--- src/rtl/grant_tenure_ctrl.sv ---
// Request holder and bus-tenure sequencer that sits in front of the arbiter.
// Latches request pulses, presents them to the arbiter, and turns a grant into a counted tenure.
module grant_tenure_ctrl #(
  parameter int NUMUNITS     = 9,
  parameter int ADDRESSWIDTH = 3,
  parameter int LENWIDTH     = 4
) (
  input  logic                         clock,
  input  logic                         reset,
  input  logic [NUMUNITS-1:0]          req_pulse,
  input  logic [NUMUNITS*LENWIDTH-1:0] req_len,
  input  logic [NUMUNITS-1:0]          grant,
  output logic [NUMUNITS-1:0]          request,
  output logic                         owner_valid,
  output logic [ADDRESSWIDTH-1:0]      owner_id,
  output logic                         owner_last,
  output logic [NUMUNITS-1:0]          done,
  output logic [NUMUNITS-1:0]          overrun,
  output logic                         busy,
  output logic [1:0]                   fsm_state
);
  localparam int IDXW = (NUMUNITS > 1) ? $clog2(NUMUNITS) : 1;

  // Encoding is visible on fsm_state: IDLE=0, ARB=1, OWN=2, REL=3.
  typedef enum logic [1:0] {
    IDLE = 2'd0,
    ARB  = 2'd1,
    OWN  = 2'd2,
    REL  = 2'd3
  } state_t;

  state_t              state_q, state_d;
  logic [NUMUNITS-1:0] pending_q, pending_d;
  logic [LENWIDTH-1:0] len_q [NUMUNITS];
  logic [LENWIDTH-1:0] counter_q, counter_d;
  logic [IDXW-1:0]     owner_q, owner_d;
  logic [NUMUNITS-1:0] owner_mask;
  logic [NUMUNITS-1:0] accept;
  logic [NUMUNITS-1:0] sel;
  logic [NUMUNITS-1:0] sel_onehot;
  logic [IDXW-1:0]     sel_idx;
  logic [LENWIDTH-1:0] sel_len;

  // Owner identity only counts while the tenure is live; in REL the unit may queue again.
  always_comb begin
    owner_mask = '0;
    for (int i = 0; i < NUMUNITS; i++) begin
      owner_mask[i] = (state_q == OWN) && (owner_q == IDXW'(i));
    end
  end

  assign accept = req_pulse & ~pending_q & ~owner_mask;
  assign sel    = grant & pending_q;

  // Lowest set index of sel wins; grant bits without a pending request are ignored.
  always_comb begin
    sel_idx    = '0;
    sel_onehot = '0;
    sel_len    = '0;
    for (int i = NUMUNITS - 1; i >= 0; i--) begin
      if (sel[i]) begin
        sel_idx       = IDXW'(i);
        sel_onehot    = '0;
        sel_onehot[i] = 1'b1;
        sel_len       = len_q[i];
      end
    end
  end

  always_comb begin
    state_d    = state_q;
    counter_d  = counter_q;
    owner_d    = owner_q;
    pending_d  = pending_q | accept;
    owner_last = 1'b0;
    done       = '0;
    case (state_q)
      IDLE: begin
        if (|pending_q) state_d = ARB;
      end
      ARB: begin
        if (|sel) begin
          owner_d   = sel_idx;
          counter_d = sel_len;
          pending_d = (pending_q | accept) & ~sel_onehot;
          state_d   = OWN;
        end
      end
      OWN: begin
        if (counter_q == '0) begin
          owner_last = 1'b1;
          done       = owner_mask;
          state_d    = REL;
        end else begin
          counter_d = counter_q - LENWIDTH'(1);
        end
      end
      REL: begin
        // Wait out the arbiter's registered grant so it is not taken as a fresh one.
        if (grant == '0) state_d = IDLE;
      end
      default: state_d = IDLE;
    endcase
  end

  always_ff @(posedge clock) begin
    if (!reset) begin
      state_q   <= IDLE;
      pending_q <= '0;
      counter_q <= '0;
      owner_q   <= '0;
      overrun   <= '0;
      for (int i = 0; i < NUMUNITS; i++) len_q[i] <= '0;
    end else begin
      state_q   <= state_d;
      pending_q <= pending_d;
      counter_q <= counter_d;
      owner_q   <= owner_d;
      overrun   <= req_pulse & ~accept;
      for (int i = 0; i < NUMUNITS; i++) begin
        if (accept[i]) len_q[i] <= req_len[i*LENWIDTH +: LENWIDTH];
      end
    end
  end

  // Arbiter handshake: request[i] stays high from capture until unit i is selected in ARB;
  // the arbiter answers with a registered one-hot grant, and request is masked to 0 during OWN/REL.
  assign request     = ((state_q == IDLE) || (state_q == ARB)) ? pending_q : '0;
  assign owner_valid = (state_q == OWN);
  assign owner_id    = ADDRESSWIDTH'(owner_q);
  assign busy        = (state_q != IDLE);
  assign fsm_state   = state_q;

endmodule

--- config.mk ---
export PLATFORM = sky130hd
export DESIGN_NAME = grant_tenure_ctrl
export DESIGN_NICKNAME = d
export VERILOG_FILES = /design/src/rtl/grant_tenure_ctrl.sv
export SDC_FILE = /design/constraint.sdc
export NUM_CORES = 1
export LEC_CHECK = 0
export ABC_AREA = 1
export BUFFER_PORTS_ARGS = -buffer_cell sky130_fd_sc_hd__buf_4
export CORE_MARGIN = 2
export CORE_UTILIZATION = 53
export CTS_CLUSTER_DIAMETER = 80
export DETAILED_ROUTE_END_ITERATION = 10
export GPL_TIMING_DRIVEN = 0
export PLACE_DENSITY = 0.8
export SKIP_LAST_GASP = 1
export SYNTH_ARGS = -nofsm -noshare
export SYNTH_HDL_FRONTEND = slang
export SYNTH_SLANG_ARGS = --single-unit
--- constraint.sdc ---
create_clock -name clock -period 2.4 [get_ports clock]
set_input_delay 0.12 -clock clock [delete_from_list [all_inputs] [get_ports clock]]
set_output_delay 0.12 -clock clock [all_outputs]
set_load 0.02 [all_outputs]
==> results.md <==
| Result | Reported | Unit |
|---|---|---|
| CTS tree | built | - |
| CP Launch Type | flip-flop | - |
| Sequential Area | 1640 | um^2 |
| Number of unique standard cell types used by synthesis | 32 | - |
| Total of max-cap violations | 0 | - |
| First-pass iteration count of the detailed router | 8 | - |
| Slew headroom | 0.589 | - |
| Number of enable-type register cells in the synthesized netlist | 36 | - |
| Diodes inserted | 0 | - |
| Syn. warnings | 0 | - |
| Most common flop cell mapped by yosys | sky130_fd_sc_hd__edfxtp_1 | - |
| Delay-heaviest family, CP | simple AND/OR/NAND/NOR gates | - |
| Die Width | 85.9 | um |
| Hold buffer count at cts | 0 | - |
| Worst slew pin tran | 0.614 | ns |
| Fraction of layout cells with a size suffix above 1 | 0.257 | - |
| Maximum clock frequency | 0.440 | GHz |
| Gp weighted congestion | 0.971 | - |
| Delay of the slowest critical-path stage | 0.55 | ns |
| Cell leakage power | 2.41 | nW |
| Clock transition at the register clock pins on the worst setup and hold paths after CTS | 0.07 | ns |
| Hold slack final | 0.0193 | ns |
| Number of buffers inserted during clock tree synthesis | 9 | - |
| Final global-route overflow total | 0 | - |
| Syn Nets | 546 | - |
| Area used by multi-input combinational logic | 1470 | um^2 |
| Placement Setup Slack | 0.150 | ns |
| Wire length of the first global-routing pass | 14500 | um |
| Non-filler cells, final | 668 | - |
| Slowest cell on crit path | sky130_fd_sc_hd__nor2_1 | - |
| Unrepaired setup endpoints after global routing | no | - |
| CP required | 2.28 | ns |
| Nature of the critical path endpoint | output port | - |
| GRT Util Overall | 0.256 | - |
| Outcome | complete, but fails checks | - |
| Number of gates given a new drive strength after cts | 0 | - |
| Average cell area after synthesis | 7.33 | um^2 |
| FFs w/ async S/R, synth | 0 | - |
| Power density cells | 845 | nW/um^2 |
| Number of flip-flops and latches in the synthesized netlist | 64 | - |
| Drt total wl | 9030 | um |
| Post-CTS setup buffer count | 0 | - |
| Class of the tightest hold or removal check | in2reg | - |
| Critical Path Most Common Cell | sky130_fd_sc_hd__nor2_1 | - |
| # setup viols final | 0 | - |
| Cell area after synthesis | 3550 | um^2 |
| Vias per Instance | 4.99 | - |
| Crit path DAT | 2.15 | ns |
| DR vias | 3330 | - |
| Gate Count Post-Synth | 485 | - |
| Core box area | 6420 | um^2 |
| Final cycle utilization of the critical path | 0.947 | - |
| Number of buffers between clock root and the deepest sink | 2 | - |
| Max-slew violation total from the final report | 0 | - |
| Total negative slack for setup checks | 0 | ns |
| Crit Path Class | reg2out | - |
| Number of ports placed on the die boundary | 91 | - |
| Number of inserted filler cells in the final layout | 554 | - |
| Final hold violation count | 0 | - |
| Layout overhead on the synthesized area | 27.6 | % |
| Starting utilization of the core area | 0.553 | - |
| Die Area | 7380 | um^2 |
| Iteration-0 DRC count of the detailed router | 197 | - |
| Half-perimeter wire length of the detailed placement result | 7290 | um |
| Buffer type at the clock tree root | sky130_fd_sc_hd__clkbuf_8 | - |
| Part of the Yosys area used for sequential elements | 0.462 | - |
| Buffers plus inverters on the worst setup path | 3 | - |
| Worst clock skew on the final layout | 0.0112 | ns |
| CP Cell Sequence | inv_1, ha_1, clkbuf_1, nor2_1, nor2_1, buf_4 | - |
| Vertical die dimension | 85.9 | um |
| Clk sink count | 64 | - |
| H-Tree Depth | 3 | - |
| Post-layout nets | 647 | - |
| Placement row count | 29 | - |
| Clock latency of the later-clocked register in the worst-skew pair | 0.34 | ns |
| Antenna-violating nets left | 0 | - |
| Buffers on Ports | 89 | - |
| Number of antenna violations at the first check in global routing | 0 | - |
| Violations in the final reports | DRC | - |
| Final period demand of the worst path | 2.27 | ns |
| Final setup margin | 0.128 | ns |
| Maximum fanout encountered on the critical timing path | 10 | - |
| Maximum vdd drop | 434 | uV |
| Placed cell count | 651 | - |
| Number of global-route vias before repair | 3158 | - |
| Post-detailed-route wirelength per cell | 13.5 | um |
| DRC violations left | 9 | - |
| Largest net degree at the start of global routing | 11 | - |
layer usage:
| metal | part of all wire | GRT usage | wire length [um] | up-vias |
|---|---|---|---|---|
| met3 | 0.070 | 0.0597 | 636 | 19 |
| met1 | 0.43 | 0.329 | 3910 | 1475 |
| met2 | 0.47 | 0.423 | 4240 | 142 |
| li1 | - | - | - | 1694 |
| met5 | 0 | 0 | 0 | - |
| met4 | 0.026 | 0.0952 | 239 | 0 |
kinds of logic after synthesis:
family                     share of synthesized area
buffers and inverters                          0.126
and+or+nand+nor                                0.342
xor gates and xnor gates                     0.00493
adders and majority gates                     0.0176
DFF                                            0.462
AOI/OAI and AO/OA                             0.0479
flip-flops by register name, summed over array words and instances, names as in the netlist:
name / flops
len_q: 36
fsm_state: 2
overrun: 9
counter_q: 4
pending_q: 9
owner_q: 4
Yosys cell counts (all sizes together), types with 5 or more instances:
cell type | count | area (um^2)
nand4 | 8 | 50.1
o21ai | 6 | 30.0
ha | 5 | 62.6
edfxtp | 36 | 1080
buf | 11 | 86.3
nor2 | 81 | 327
nand3 | 29 | 173
inv | 89 | 334
dfxtp | 28 | 561
clkbuf | 6 | 22.5
nand2 | 153 | 617
a21oi | 12 | 60.1
metrics by stage:
| step | total power [mW] | utilization | area (um^2) |
|---|---|---|---|
| 6_report | 3.83 | 0.706 | 4530 |
| 5_1_grt | 4.06 | 0.706 | 4530 |
| 4_1_cts | 3.83 | 0.705 | 4530 |
| 3_5_place_dp | 2.87 | 0.673 | 4320 |
| 3_3_place_gp | 2.83 | 0.673 | 4320 |
| 2_1_floorplan | 2.39 | - | 3550 |
worst register-to-register path, stage by stage, from the launching register on:
cell and delay (ns):
sky130_fd_sc_hd__dfxtp_1 0.36, sky130_fd_sc_hd__inv_1 0.10, sky130_fd_sc_hd__ha_1 0.18, sky130_fd_sc_hd__buf_6 0.16
sky130_fd_sc_hd__nand2_2 0.08, sky130_fd_sc_hd__nor2_4 0.11, sky130_fd_sc_hd__nand2_1 0.12, sky130_fd_sc_hd__nand3_2 0.13
sky130_fd_sc_hd__inv_2 0.05, sky130_fd_sc_hd__nand2_1 0.06, sky130_fd_sc_hd__nand2_1 0.07, sky130_fd_sc_hd__nor2_2 0.13
sky130_fd_sc_hd__nand3_4 0.13, sky130_fd_sc_hd__buf_6 0.17, sky130_fd_sc_hd__nand2_1 0.08, sky130_fd_sc_hd__inv_1 0.05
path summary, 6_finish.rpt:
path	start	to	slack, ns	cells after the start
setup / recovery	fsm_state[1]	request[3]	0.13	6
setup reg to reg	fsm_state[0]	len_q[0][4]	0.18	15
hold reg to reg	counter_q[1]	counter_q[1]	0.47	2
hold / removal	req_pulse[8]	overrun[8]	0.02	3
final cells by class:
type / count / share of cell area
repair buffers: 90 / 0.149
clock buffers: 13 / 0.0375
flip-flops and latches: 64 / 0.362
multi-input cells: 314 / 0.323
well taps: 77 / 0.0212
plain buffers: 17 / 0.0240
inverters: 90 / 0.0745
clock inverters: 3 / 0.00828
placed cells by master (no fill, tap or decap), types with 10 or more instances in the layout:
cell type                    n
sky130_fd_sc_hd__nor2_1     76
sky130_fd_sc_hd__dfxtp_1    28
sky130_fd_sc_hd__nand2_1   136
sky130_fd_sc_hd__a21oi_1    12
sky130_fd_sc_hd__buf_4      93
sky130_fd_sc_hd__inv_1      75
sky130_fd_sc_hd__inv_2      14
sky130_fd_sc_hd__clkbuf_8   10
sky130_fd_sc_hd__edfxtp_1   36
sky130_fd_sc_hd__nand2_2    17
sky130_fd_sc_hd__nand3_1    25
power breakdown:
part           switching, mW  internal [mW]  total (mW)
combinational          0.913          0.525        1.44
sequential            0.0862           1.34        1.43
clock                  0.403          0.566       0.969
Note: power is estimated with default switching activity, not from simulation.
